### src/rtl/bus_arbiter_rr_pkg.sv
// Shared definitions for the N-master round-robin bus arbiter.
package bus_arbiter_rr_pkg;

  localparam int unsigned BE_W = 4;

  typedef enum logic [1:0] {
    ST_IDLE,
    ST_BUSY,
    ST_RELEASE,
    ST_LOCK
  } arb_state_e;

  // Width of a master index; at least one bit even for a single master.
  function automatic int unsigned id_w(input int unsigned n);
    return (n <= 2) ? 1 : $clog2(n);
  endfunction

endpackage

### src/rtl/bus_arbiter_rr_select.sv
// Combinational round-robin picker: first requester at or after ptr, cyclically.
module rr_select
  import bus_arbiter_rr_pkg::*;
#(
  parameter int unsigned N_MASTERS = 2,
  parameter int unsigned ID_W      = id_w(N_MASTERS)
) (
  input  logic [N_MASTERS-1:0] req,
  input  logic [ID_W-1:0]      ptr,
  output logic [N_MASTERS-1:0] gnt,
  output logic [ID_W-1:0]      idx,
  output logic                 valid
);

  int unsigned     k;
  logic [ID_W-1:0] k_idx;

  // Scan masters starting at ptr and take the first one requesting.
  always_comb begin
    gnt   = '0;
    idx   = '0;
    valid = 1'b0;
    k     = 0;
    k_idx = '0;
    for (int unsigned i = 0; i < N_MASTERS; i++) begin
      k     = (32'(ptr) + i) % N_MASTERS;
      k_idx = ID_W'(k);
      if (!valid && req[k_idx]) begin
        valid      = 1'b1;
        gnt[k_idx] = 1'b1;
        idx        = k_idx;
      end
    end
  end

endmodule

### src/rtl/bus_arbiter_rr.sv
// N-master round-robin arbiter in front of the single memory controller port.
// Optional atomic grant locking is enabled with `define ARB_ATOMIC_LOCK_EN.
module bus_arbiter_rr
  import bus_arbiter_rr_pkg::*;
#(
  parameter int unsigned N_MASTERS = 2,
  parameter int unsigned XLEN      = 32
`ifdef ARB_ATOMIC_LOCK_EN
  ,
  parameter int unsigned OP_W      = 7,
  parameter int unsigned LOCK_MAX  = 16
`endif
) (
  input  logic                          i_clk,
  input  logic                          i_rst,
  input  logic [N_MASTERS-1:0]          i_bus_en,
  input  logic [N_MASTERS-1:0]          i_wr_en,
  input  logic [N_MASTERS*XLEN-1:0]     i_wr_data,
  input  logic [N_MASTERS*XLEN-1:0]     i_addr,
  input  logic [N_MASTERS*BE_W-1:0]     i_byte_en,
  output logic [N_MASTERS-1:0]          o_ack,
  output logic [N_MASTERS*XLEN-1:0]     o_rd_data,
`ifdef ARB_ATOMIC_LOCK_EN
  input  logic [N_MASTERS-1:0]          i_atomic,
  input  logic [N_MASTERS*OP_W-1:0]     i_operation,
  output logic                          o_atomic,
  output logic [OP_W-1:0]               o_operation,
`endif
  input  logic                          i_ack,
  input  logic [XLEN-1:0]               i_rd_data,
  output logic                          o_bus_en,
  output logic                          o_wr_en,
  output logic [XLEN-1:0]               o_wr_data,
  output logic [XLEN-1:0]               o_addr,
  output logic [BE_W-1:0]               o_byte_en,
  output logic [id_w(N_MASTERS)-1:0]    o_id
);

  localparam int unsigned ID_W = id_w(N_MASTERS);

  arb_state_e           state_q, state_d;
  logic [ID_W-1:0]      grant_q, grant_d;
  logic [N_MASTERS-1:0] grant_oh_q, grant_oh_d;
  logic [ID_W-1:0]      ptr_q, ptr_d;
  logic [N_MASTERS-1:0] sel_gnt;
  logic [ID_W-1:0]      sel_idx;
  logic                 sel_valid;

`ifdef ARB_ATOMIC_LOCK_EN
  localparam int unsigned LCW = $clog2(LOCK_MAX + 1);
  logic                 lock_pend_q, lock_pend_d;
  logic [LCW-1:0]       lock_cnt_q, lock_cnt_d;
`endif

  rr_select #(
    .N_MASTERS(N_MASTERS),
    .ID_W     (ID_W)
  ) u_select (
    .req  (i_bus_en),
    .ptr  (ptr_q),
    .gnt  (sel_gnt),
    .idx  (sel_idx),
    .valid(sel_valid)
  );

  // Read data is broadcast; each master qualifies it with its own o_ack bit.
  always_comb begin
    for (int unsigned m = 0; m < N_MASTERS; m++) begin
      o_rd_data[m*XLEN +: XLEN] = i_rd_data;
    end
  end

  // Downstream request mux and ack steering, live only while BUSY.
  always_comb begin
    o_ack     = '0;
    o_bus_en  = 1'b0;
    o_wr_en   = 1'b0;
    o_wr_data = '0;
    o_addr    = '0;
    o_byte_en = '0;
    o_id      = '0;
`ifdef ARB_ATOMIC_LOCK_EN
    o_atomic    = 1'b0;
    o_operation = '0;
`endif
    if (state_q == ST_BUSY) begin
      o_bus_en  = 1'b1;
      o_wr_en   = i_wr_en[grant_q];
      o_wr_data = i_wr_data[grant_q*XLEN +: XLEN];
      o_addr    = i_addr[grant_q*XLEN +: XLEN];
      o_byte_en = i_byte_en[grant_q*BE_W +: BE_W];
      o_id      = grant_q;
`ifdef ARB_ATOMIC_LOCK_EN
      o_atomic    = i_atomic[grant_q];
      o_operation = i_operation[grant_q*OP_W +: OP_W];
`endif
      if (i_ack) begin
        o_ack = grant_oh_q;
      end
    end
  end

  // Arbitration FSM next-state: IDLE -> BUSY -> RELEASE -> IDLE (or LOCK).
  always_comb begin
    state_d    = state_q;
    grant_d    = grant_q;
    grant_oh_d = grant_oh_q;
    ptr_d      = ptr_q;
`ifdef ARB_ATOMIC_LOCK_EN
    lock_pend_d = lock_pend_q;
    lock_cnt_d  = lock_cnt_q;
`endif
    case (state_q)
      ST_IDLE: begin
        if (sel_valid) begin
          grant_d    = sel_idx;
          grant_oh_d = sel_gnt;
          state_d    = ST_BUSY;
        end
      end
      ST_BUSY: begin
        if (i_ack) begin
          ptr_d   = (grant_q == ID_W'(N_MASTERS - 1)) ? '0 : grant_q + ID_W'(1);
          state_d = ST_RELEASE;
`ifdef ARB_ATOMIC_LOCK_EN
          lock_pend_d = i_atomic[grant_q];
`endif
        end
      end
      ST_RELEASE: begin
`ifdef ARB_ATOMIC_LOCK_EN
        lock_pend_d = 1'b0;
        lock_cnt_d  = '0;
        state_d     = lock_pend_q ? ST_LOCK : ST_IDLE;
`else
        state_d = ST_IDLE;
`endif
      end
`ifdef ARB_ATOMIC_LOCK_EN
      ST_LOCK: begin
        // The locked master's re-request wins over both unlock conditions.
        if (i_bus_en[grant_q]) begin
          lock_cnt_d = '0;
          state_d    = ST_BUSY;
        end else if (!i_atomic[grant_q] || (lock_cnt_q + LCW'(1) == LCW'(LOCK_MAX))) begin
          lock_cnt_d = '0;
          state_d    = ST_IDLE;
        end else begin
          lock_cnt_d = lock_cnt_q + LCW'(1);
        end
      end
`endif
      default: state_d = ST_IDLE;
    endcase
  end

  // State registers with synchronous active-high reset.
  always_ff @(posedge i_clk) begin
    if (i_rst) begin
      state_q    <= ST_IDLE;
      grant_q    <= '0;
      grant_oh_q <= '0;
      ptr_q      <= '0;
`ifdef ARB_ATOMIC_LOCK_EN
      lock_pend_q <= 1'b0;
      lock_cnt_q  <= '0;
`endif
    end else begin
      state_q    <= state_d;
      grant_q    <= grant_d;
      grant_oh_q <= grant_oh_d;
      ptr_q      <= ptr_d;
`ifdef ARB_ATOMIC_LOCK_EN
      lock_pend_q <= lock_pend_d;
      lock_cnt_q  <= lock_cnt_d;
`endif
    end
  end

endmodule

### config.mk
export PLATFORM = sky130hd
export DESIGN_NAME = bus_arbiter_rr
export DESIGN_NICKNAME = d
export VERILOG_FILES = /design/src/rtl/bus_arbiter_rr_pkg.sv /design/src/rtl/bus_arbiter_rr_select.sv /design/src/rtl/bus_arbiter_rr.sv
export SDC_FILE = /design/constraint.sdc
export NUM_CORES = 1
export LEC_CHECK = 0
export BUFFER_PORTS_ARGS = -buffer_cell sky130_fd_sc_hd__buf_2
export CAP_MARGIN = 20
export CORE_AREA = 2 2 122 124
export CTS_CLUSTER_DIAMETER = 200
export DETAILED_ROUTE_END_ITERATION = 7
export DIE_AREA = 0 0 124 126
export PLACE_DENSITY_LB_ADDON = 0.15
export RECOVER_POWER = 25
export SYNTH_ARGS = -nofsm -noshare
export SYNTH_HDL_FRONTEND = slang
export SYNTH_SLANG_ARGS = --single-unit
### constraint.sdc
create_clock -name i_clk -period 1.5 [get_ports i_clk]
set_input_delay 0.225 -clock i_clk [delete_from_list [all_inputs] [get_ports i_clk]]
set_output_delay 0.225 -clock i_clk [all_outputs]
set_load 0.1 [all_outputs]
==> flow_summary.json, run 1 <==
{
  "cts.sinks": 6,
  "design_area_um2": 5358,
  "hold_viol_final": 0,
  "max_slew_margin_pct": 72.71,
  "grt_start_max_net_pins": 41,
  "power_density_nw_per_um2": 723.2,
  "p_leak_nw": 2.075,
  "dp.cells": 580,
  "die_h_um": 126,
  "grt-ovfl-total": 0,
  "wl_mm": 8.809,
  "dieWidth_um": 124,
  "drt_pass1_iterations": 3,
  "antenna_left": 0,
  "placed_area_um2": 4317,
  "syn-num-nets": 422,
  "crit_required_ps": 1270,
  "grt_pass1_vias": 2266,
  "crit_top_cell": "buf_12",
  "n_antenna_cell": 0,
  "nets": 596,
  "synth-warning-count": 0,
  "syn_avg_cell_area_um2": 7.325,
  "die_area_um2": 15620,
  "critPathCaptureType": "output port",
  "yosysTopAreaCellShare_pct": 38.17,
  "synthFlopType": "dfxtp_1",
  "final_core_util_pct": 37.43,
  "clkLatencyLatePin_ps": 230,
  "clockRootBuffer": "clkbuf_16",
  "antenna_found_initial": 0,
  "io_pins": 312,
  "yosysMostFrequentCell": "buf_4",
  "synth_top_area_cell": "mux2i_1",
  "synthTopCellsByArea": "mux2i_1 (38%), buf_4 (30%), nor2_1 (15%)",
  "totalPowerFinal_mw": 3.875,
  "drt_iter0_drc": 24,
  "crit_fanout": 10,
  "synth-seq-area-share_pct": 6.639,
  "placementRows": 44,
  "holdBufCountCts": 0,
  "setup-violations-final": 69,
  "grt_setup_unrepaired": "yes",
  "grt_pass1_wl_mm": 11.24,
  "async_flop_share_pct": 0,
  "ys_types": 20,
  "gp_congestion": 0.7128,
  "cap_violations": 0,
  "post-route-period-util_pct": 110.9,
  "violations": "setup timing",
  "track_usage_pct": 9.091,
  "worst-setup-path-type": "register to output port",
  "critPathBufInv": 3,
  "cp.depth": 5,
  "worstPathArrival_ps": 1440,
  "reg2reg_depth": 4,
  "numCtsBuffers": 3,
  "ys_seq_elements": 6,
  "io_buffers": 215,
  "cts_buffer_depth": 2,
  "stdcell_count": 604,
  "cp-start-kind": "register",
  "slew_viol_final": 0,
  "syn_area_um2": 1809,
  "layout-area-overhead-vs-synth_pct": 196.1,
  "hp-class": "input pin to register",
  "wl_per_cell_um": 14.58,
  "fin_ws_ps": -163.1,
  "place_hpwl_mm": 6.341,
  "drive_gt1_share_pct": 94.29,
  "htreeDepth": 1,
  "period_needed_ps": 1663,
  "drc_errors": 0,
  "status": "complete, but fails checks",
  "worst_slew_pin_slew_ps": 408.5,
  "cts_tree": "built",
  "initial_core_util_pct": 12.64,
  "avgViaCountPerCell": 3.854,
  "fp.coreArea_um2": 14310,
  "ir_drop_v": 0.0006227,
  "cpPeakStageDelay_ps": 360,
  "max_freq_mhz": 601.3,
  "cp_cell_sequence": "buf_12 -> buf_12 -> mux2i_2 -> nor2_4 -> buf_12",
  "synthTopCellsByCount": "buf_4 (72), nor2_1 (70), mux2i_1 (69), buf_2 (8), dfxtp_1 (6)",
  "netlist_instances": 247,
  "slowest_stage": "dfxtp_4",
  "min_path_cells": 2,
  "skew_ps": 4.372,
  "clk_pin_slew_ps": 40,
  "route.vias.total": 2328,
  "cp_top_family": "buffers and inverters",
  "synth_edf_count": 0
}
power breakdown:
| group | total [mW] | internal (mW) | switching, mW |
|---|---|---|---|
| Sequential | 0.186 | 0.175 | 0.0109 |
| Combinational | 3.25 | 1.35 | 1.89 |
| Clock | 0.444 | 0.353 | 0.0914 |
state kept, by name (all words and copies together), names as in the netlist:
name,flops
state_q,2
grant_q,1
grant_oh_q,2
ptr_q,1
metal layers:
metal  part of all wire, %  GRT usage (%)  up-vias
met5                     0              0        -
met4                   1.4          2.181        0
met2                    57          17.81      136
li1                      -              -     1113
met1                    31          9.041     1063
met3                    10          2.944       16
area by class of cell:
cell class,count,area (um^2)
fillers,1384,8956
clock buffers,4,78.83
well taps,184,230.2
flip-flops and latches,6,126.4
inverters,2,10.01
multi-input cells,158,2175
repair buffers,250,2738
through the flow:
step	hold slack (ps)	worst slack, ps	TNS, ps
finish	195.9	-163.1	-9260
global route	195.8	-205.7	-12200
CTS	191.6	-203.3	-12290
detailed placement	447.6	23.11	0
global placement	447.6	41.91	0
floorplan	344.1	-289.2	-7432
path summary, 6_finish.rpt:
check,from,endpoint,slack (ps)
min reg2reg,grant_oh_q[0]$_SDFFE_PP0P_,grant_oh_q[0]$_SDFFE_PP0P_,490
min,i_ack,state_q[0]$_SDFFE_PP0P_,200
max,grant_q$_SDFFE_PP0P_,o_wr_data[28],-160
max reg2reg,state_q[1]$_SDFFE_PP0P_,ptr_q$_SDFFE_PP0P_,270
cells in the final DEF (no fill, tap or decap), types with 3 or more instances in the layout:
cell type | netlist | final
and2_4 | 0 | 3
buf_12 | 0 | 80
buf_16 | 0 | 4
buf_2 | 8 | 142
buf_4 | 72 | 12
buf_6 | 0 | 6
clkbuf_16 | 0 | 8
dfxtp_1 | 6 | 3
mux2i_1 | 69 | 7
mux2i_2 | 0 | 23
mux2i_4 | 0 | 39
nor2_2 | 0 | 6
nor2_4 | 0 | 63
timing repair:
item	4_1_cts	5_1_grt
pin swaps	1	20
setup endpoints to repair	73	72
cloned	2	9
setup buffers	2	9
gates resized for setup	37	81
cell families (layout without fill, tap and decap cells):
logic type,Yosys count,in the layout,synth area share [%]
buffers and inverters,83,256,32.71
AND/OR/NAND/NOR,83,83,19.50
multiplexers,70,70,38.80
AO/OA/AOI/OAI,5,5,2.351
flip-flops,6,6,6.639
worst register-to-register path, delay by kind of cell (launching register included):
kind	cells	cell delay (ps)
flops	1	310
mux	1	320
simple gates	1	260
buf+inv	2	220
Power figures use the tool's default switching activity.
==> run 2, diff against run 1 <==
--- a/config.mk
+++ b/config.mk
@@ -13,6 +13,7 @@
 export DIE_AREA = 0 0 124 126
 export PLACE_DENSITY_LB_ADDON = 0.15
 export RECOVER_POWER = 25
+export SETUP_SLACK_MARGIN = 0.05
 export SYNTH_ARGS = -nofsm -noshare
 export SYNTH_HDL_FRONTEND = slang
 export SYNTH_SLANG_ARGS = --single-unit
==> run 2 against run 1 <==
  * The flow still finishes with violations (setup timing)
  * First-iteration DRC count grew 8.3%
  * Non-clock buffer count fell by 10
  * Critical path depth shrank 1
  * Final cell count fell by 1.7%
  * Sequential share of layout area is 0.35 points higher
  * Highest routed layer unchanged
==> flow_summary.json, run 2 (synthesized netlist as in run 1, its figures left out) <==
{
  "top_regs": "grant_oh_q x2, state_q x2",
  "antenna_found_initial": 0,
  "p_int_mw": 1.698,
  "cts.sinks": 6,
  "ir_drop_v": 0.0005480,
  "grt_start_max_net_pins": 38,
  "cap_violations": 0,
  "worstPathArrival_ps": 1480,
  "cp_top_family": "flip-flops",
  "cpPeakStageDelay_ps": 440,
  "cts_tree": "built",
  "switching_share_pct": 52.97,
  "power_density_nw_per_um2": 743.6,
  "status": "complete, but fails checks",
  "n_antenna_cell": 0,
  "grt_pass1_vias": 2130,
  "grtUsageMet1_pct": 9.036,
  "nets": 586,
  "drc_errors": 0,
  "violations": "setup timing",
  "holdBufCountCts": 0,
  "wl_per_cell_um": 13.13,
  "p_switching_mw": 1.912,
  "htreeDepth": 1,
  "design_area_um2": 4855,
  "drt_iter0_drc": 26,
  "cts_buffer_depth": 2,
  "slowest_stage": "dfxtp_4",
  "worst-setup-path-type": "register to output port",
  "io_buffers": 215,
  "grt_util_met2_pct": 16.26,
  "clockRootBuffer": "clkbuf_16",
  "drt_pass1_iterations": 2,
  "cp_cell_sequence": "clkbuf_16 -> mux2i_2 -> nor2_4 -> buf_12",
  "skew_ps": 1.804,
  "avgViaCountPerCell": 3.751,
  "placed_area_um2": 4448,
  "setup-violations-final": 69,
  "die_h_um": 126,
  "critPathCaptureType": "output port",
  "grt_setup_unrepaired": "yes",
  "route.vias.total": 2228,
  "mostFrequentLayoutCells": "buf_2 (142), buf_12 (81), nor2_4 (69), mux2i_2 (45), mux2i_1 (19)",
  "crit_required_ps": 1270,
  "initial_core_util_pct": 12.64,
  "fin_tns_setup_ps": -11600,
  "drive_gt1_share_pct": 91.22,
  "worst_slew_pin_slew_ps": 370.8,
  "placementRows": 44,
  "clk_pin_slew_ps": 40,
  "p_leak_nw": 1.955,
  "dieWidth_um": 124,
  "hold_viol_final": 0,
  "cp-start-kind": "register",
  "dp.cells": 584,
  "post-route-period-util_pct": 113.8,
  "clkLatencyLatePin_ps": 230,
  "layout-area-overhead-vs-synth_pct": 168.3,
  "die_area_um2": 15620,
  "track_usage_pct": 8.486,
  "antenna_left": 0,
  "combPwrFrac_pct": 82.2,
  "busiest_layer": "met2",
  "grt-ovfl-total": 0,
  "numCtsBuffers": 3,
  "place_hpwl_mm": 6.279,
  "grt_use_met3_pct": 1.947,
  "hp-class": "input pin to register",
  "grt_pass1_wl_mm": 10.69,
  "fin_ws_ps": -207.7,
  "max_slew_margin_pct": 75.23,
  "fp.coreArea_um2": 14310,
  "io_pins": 312,
  "slew_viol_final": 0,
  "period_needed_ps": 1708,
  "stdcell_count": 594,
  "gp_congestion": 0.7542,
  "crit_fanout": 16,
  "critPathBufInv": 2,
  "power_frac_clock_pct": 12.4,
  "pwr-share-seq_pct": 5.3,
  "final_common_cell": "buf_2",
  "wl_mm": 7.800,
  "max_freq_mhz": 585.6
}
[run 2: cell count changes in the layout (fill, tap and decap cells not counted), moves of 2 or more]
cell	before	now
and2_4	3	1
dfxtp_2	2	0
mux2i_2	23	45
mux2i_1	7	19
buf_6	6	0
and2_2	0	2
nor2_4	63	69
buf_16	4	2
clkbuf_16	8	5
dfxtp_4	1	3
nor2_2	6	0
mux2i_4	39	5
[run 2: cell type report]
cell class	instances	area, um^2
inverters	2	20.02
flip-flops and latches	6	131.4
clock buffers	4	78.83
fillers	1438	9459
multi-input cells	158	1859
repair buffers	240	2535
well taps	184	230.2
[run 2: worst reg2reg max path: cells and delay by family (launching register included)]
family | cells | cell delay, ps
DFF | 1 | 440
muxes | 1 | 260
and+or+nand+nor | 1 | 30
buffers and inverters | 2 | 390
[run 2: power by group through the flow]
stage	registers, mW	clock network (mW)	logic (mW)
after floorplan	0.185	0	2.66
final	0.192	0.449	2.97
after global routing	0.196	0.468	3.08
after CTS	0.189	0.456	2.88
after detailed placement	0.190	0	2.82
after global placement	0.189	0	2.81
[run 2: final timing paths]
check                          startpoint                      end  slack (ps)  cells past startpoint
setup / recovery     grant_q$_SDFFE_PP0P_            o_wr_data[15]        -210                      4
hold reg to reg   state_q[1]$_SDFFE_PP0P_  state_q[0]$_SDFFE_PP0P_         440                      1
hold / removal                      i_ack  state_q[0]$_SDFFE_PP0P_         200                      2
setup reg to reg     grant_q$_SDFFE_PP0P_       ptr_q$_SDFFE_PP0P_         260                      4
[run 2: through the flow]
stage               power [mW]  worst slack [ps]  hold WS, ps  util (%)
floorplan                2.849             33.38        333.1         -
global placement         3.002             26.07        434.9     31.08
detailed placement       3.012             18.55        440.8     31.08
CTS                      3.525            -204.4        200.7     32.28
global route             3.745            -246.3        215.6     33.92
finish                   3.610            -207.7        196.4     33.92
[run 2: repair_timing]
| item | in CTS | in global routing |
|---|---|---|
| hold endpoints to repair | 0 | 0 |
| gates cloned | 0 | 2 |
| resized for setup | 20 | 38 |
| setup endpoints to repair | 70 | 72 |
| pin swaps | 0 | 1 |
| setup buffers | 2 | 2 |
[run 2: layer usage]
metal / part of all wire [%] / routed length, um
met5: 0 / 0
met4: 2.1 / 165
met3: 11 / 828
met2: 53 / 4146
met1: 34 / 2660
==> run 3, diff against run 2 <==
==> constraint.sdc (replaced) <==
create_clock -name i_clk -period 1.5 [get_ports i_clk]
set_input_delay 0.225 -clock i_clk [delete_from_list [all_inputs] [get_ports i_clk]]
set_output_delay 0.225 -clock i_clk [all_outputs]
set_load 0.05 [all_outputs]
==> run 3 against run 2 <==
  * The flow still finishes with violations (setup timing)
  * Power down 31%
  * Critical path depth is 1 higher
  * Register-to-register slack got worse by 30 ps
  * First-iteration DRC count fell by 3.8%
  * Setup slack improved by 53 ps
  * Sequential power hardly changed
  * Worst hold slack gained 14 ps
  * Clock power about the same
  * Critical endpoint is now o_wr_data[7]
==> flow_summary.json, run 3 (synthesized netlist as in run 1, its figures left out) <==
{
  "status": "complete, but fails checks",
  "violations": "setup timing",
  "io_buffers": 215,
  "grt_start_max_net_pins": 30,
  "grt-ovfl-total": 0,
  "place_hpwl_mm": 5.354,
  "hp-class": "input pin to register",
  "gp_congestion": 0.6949,
  "drc_errors": 0,
  "dp_slack_ps": -35.62,
  "initial_core_util_pct": 12.64,
  "critPathCaptureType": "output port",
  "drt_iter0_drc": 25,
  "antenna_found_initial": 0,
  "crit_fanout": 6,
  "dieWidth_um": 124,
  "cap_violations": 0,
  "placed_area_um2": 2620,
  "track_usage_pct": 9.541,
  "final_common_cell": "buf_2",
  "worst-setup-path-type": "register to output port",
  "die_area_um2": 15620,
  "route.vias.total": 2207,
  "fill_cells": 1566,
  "hold_viol_final": 0,
  "top_regs": "grant_oh_q x2, state_q x2",
  "fin_tns_setup_ps": -5350,
  "crit_required_ps": 1270,
  "die_h_um": 126,
  "clk_pin_slew_ps": 40,
  "wl_mm": 8.280,
  "antenna_left": 0,
  "cts_buffer_depth": 2,
  "mostFrequentLayoutCells": "buf_2 (144), buf_6 (67), mux2i_1 (58), nor2_1 (57), nor2_2 (13)",
  "p_leak_nw": 1.768,
  "cp-start-kind": "register",
  "startpoint": "grant_q$_SDFFE_PP0P_",
  "nets": 589,
  "power_density_nw_per_um2": 655.6,
  "grt_setup_unrepaired": "yes",
  "design_area_um2": 3797,
  "cts.sinks": 6,
  "worst_slew_pin_slew_ps": 396.1,
  "timing.rr.start": "grant_q$_SDFFE_PP0P_",
  "drive_gt1_share_pct": 68.28,
  "drt_pass1_iterations": 4,
  "hp-start": "i_ack",
  "max_slew_margin_pct": 73.54,
  "grt_pass1_vias": 2228,
  "io_pins": 312,
  "max_freq_mhz": 604.5,
  "clockRootBuffer": "clkbuf_16",
  "worstPathArrival_ps": 1430,
  "placementRows": 44,
  "htreeDepth": 1,
  "setup-violations-final": 68,
  "final_core_util_pct": 26.53,
  "n_antenna_cell": 0,
  "post-route-period-util_pct": 110.3,
  "ir_drop_v": 0.0002886,
  "period_needed_ps": 1654,
  "slew_viol_final": 0,
  "fin_ws_ps": -154.2,
  "wl_per_cell_um": 13.87,
  "totalPowerFinal_mw": 2.489,
  "numCtsBuffers": 3,
  "cts_tree": "built",
  "grt_pass1_wl_mm": 11.47,
  "skew_ps": 4.594,
  "holdBufCountCts": 0,
  "avgViaCountPerCell": 3.697,
  "fp.coreArea_um2": 14310,
  "layout-area-overhead-vs-synth_pct": 109.9,
  "clkLatencyLatePin_ps": 230
}
run 3: cell count changes in the layout (fill, tap and decap cells not counted), moves of 13 or more:
| cell | change |
|---|---|
| buf_12 | -74 |
| buf_6 | +67 |
| mux2i_1 | +39 |
| mux2i_2 | -40 |
| nor2_1 | +56 |
| nor2_2 | +13 |
| nor2_4 | -69 |
run 3: stage by stage:
step,hold WS (ps),std cells
6_report,210.3,597
5_1_grt,220.0,597
4_1_cts,210.8,592
3_5_place_dp,450.5,570
3_3_place_gp,450.5,570
2_1_floorplan,344.1,247
run 3: metal layers:
metal,part of all wire [%],up-vias,global-route usage (%)
met3,7.6,15,1.857
li1,-,1089,-
met5,0,-,0
met2,55,130,19.04
met1,36,973,9.792
met4,1.5,0,2.644
run 3: cell type report:
cell class	count	area [um^2]	share of cell area, %
repair buffers	243	2113	55.65
multi-input cells	158	1239	32.62
well taps	184	230.2	6.063
flip-flops and latches	6	128.9	3.394
clock buffers	4	78.83	2.076
inverters	2	7.507	0.1977
run 3: worst max-delay path: stages, from the launching register on:
cell and delay [ps]:
dfxtp_4 440, buf_4 160, buf_16 120, mux2i_2 260, nor2_2 60, buf_6 150
run 3: worst paths after layout:
path	end	slack (ps)	depth (start not counted)
max reg2reg	ptr_q$_SDFFE_PP0P_	230	5
min	state_q[0]$_SDFFE_PP0P_	210	2
max	o_wr_data[7]	-150	5
min reg2reg	grant_oh_q[1]$_SDFFE_PP0P_	500	2
run 3: repair_timing:
action	CTS	global route
pin swaps	2	7
setup buffers	8	2
endpoints found under the setup margin	73	73
gates cloned	10	3
gates resized for setup	169	24
run 3: where the power goes:
group	total, mW	switching [mW]	internal (mW)
clock	0.452	0.0989	0.353
combinational	1.84	1.00	0.843
sequential	0.194	0.0195	0.174
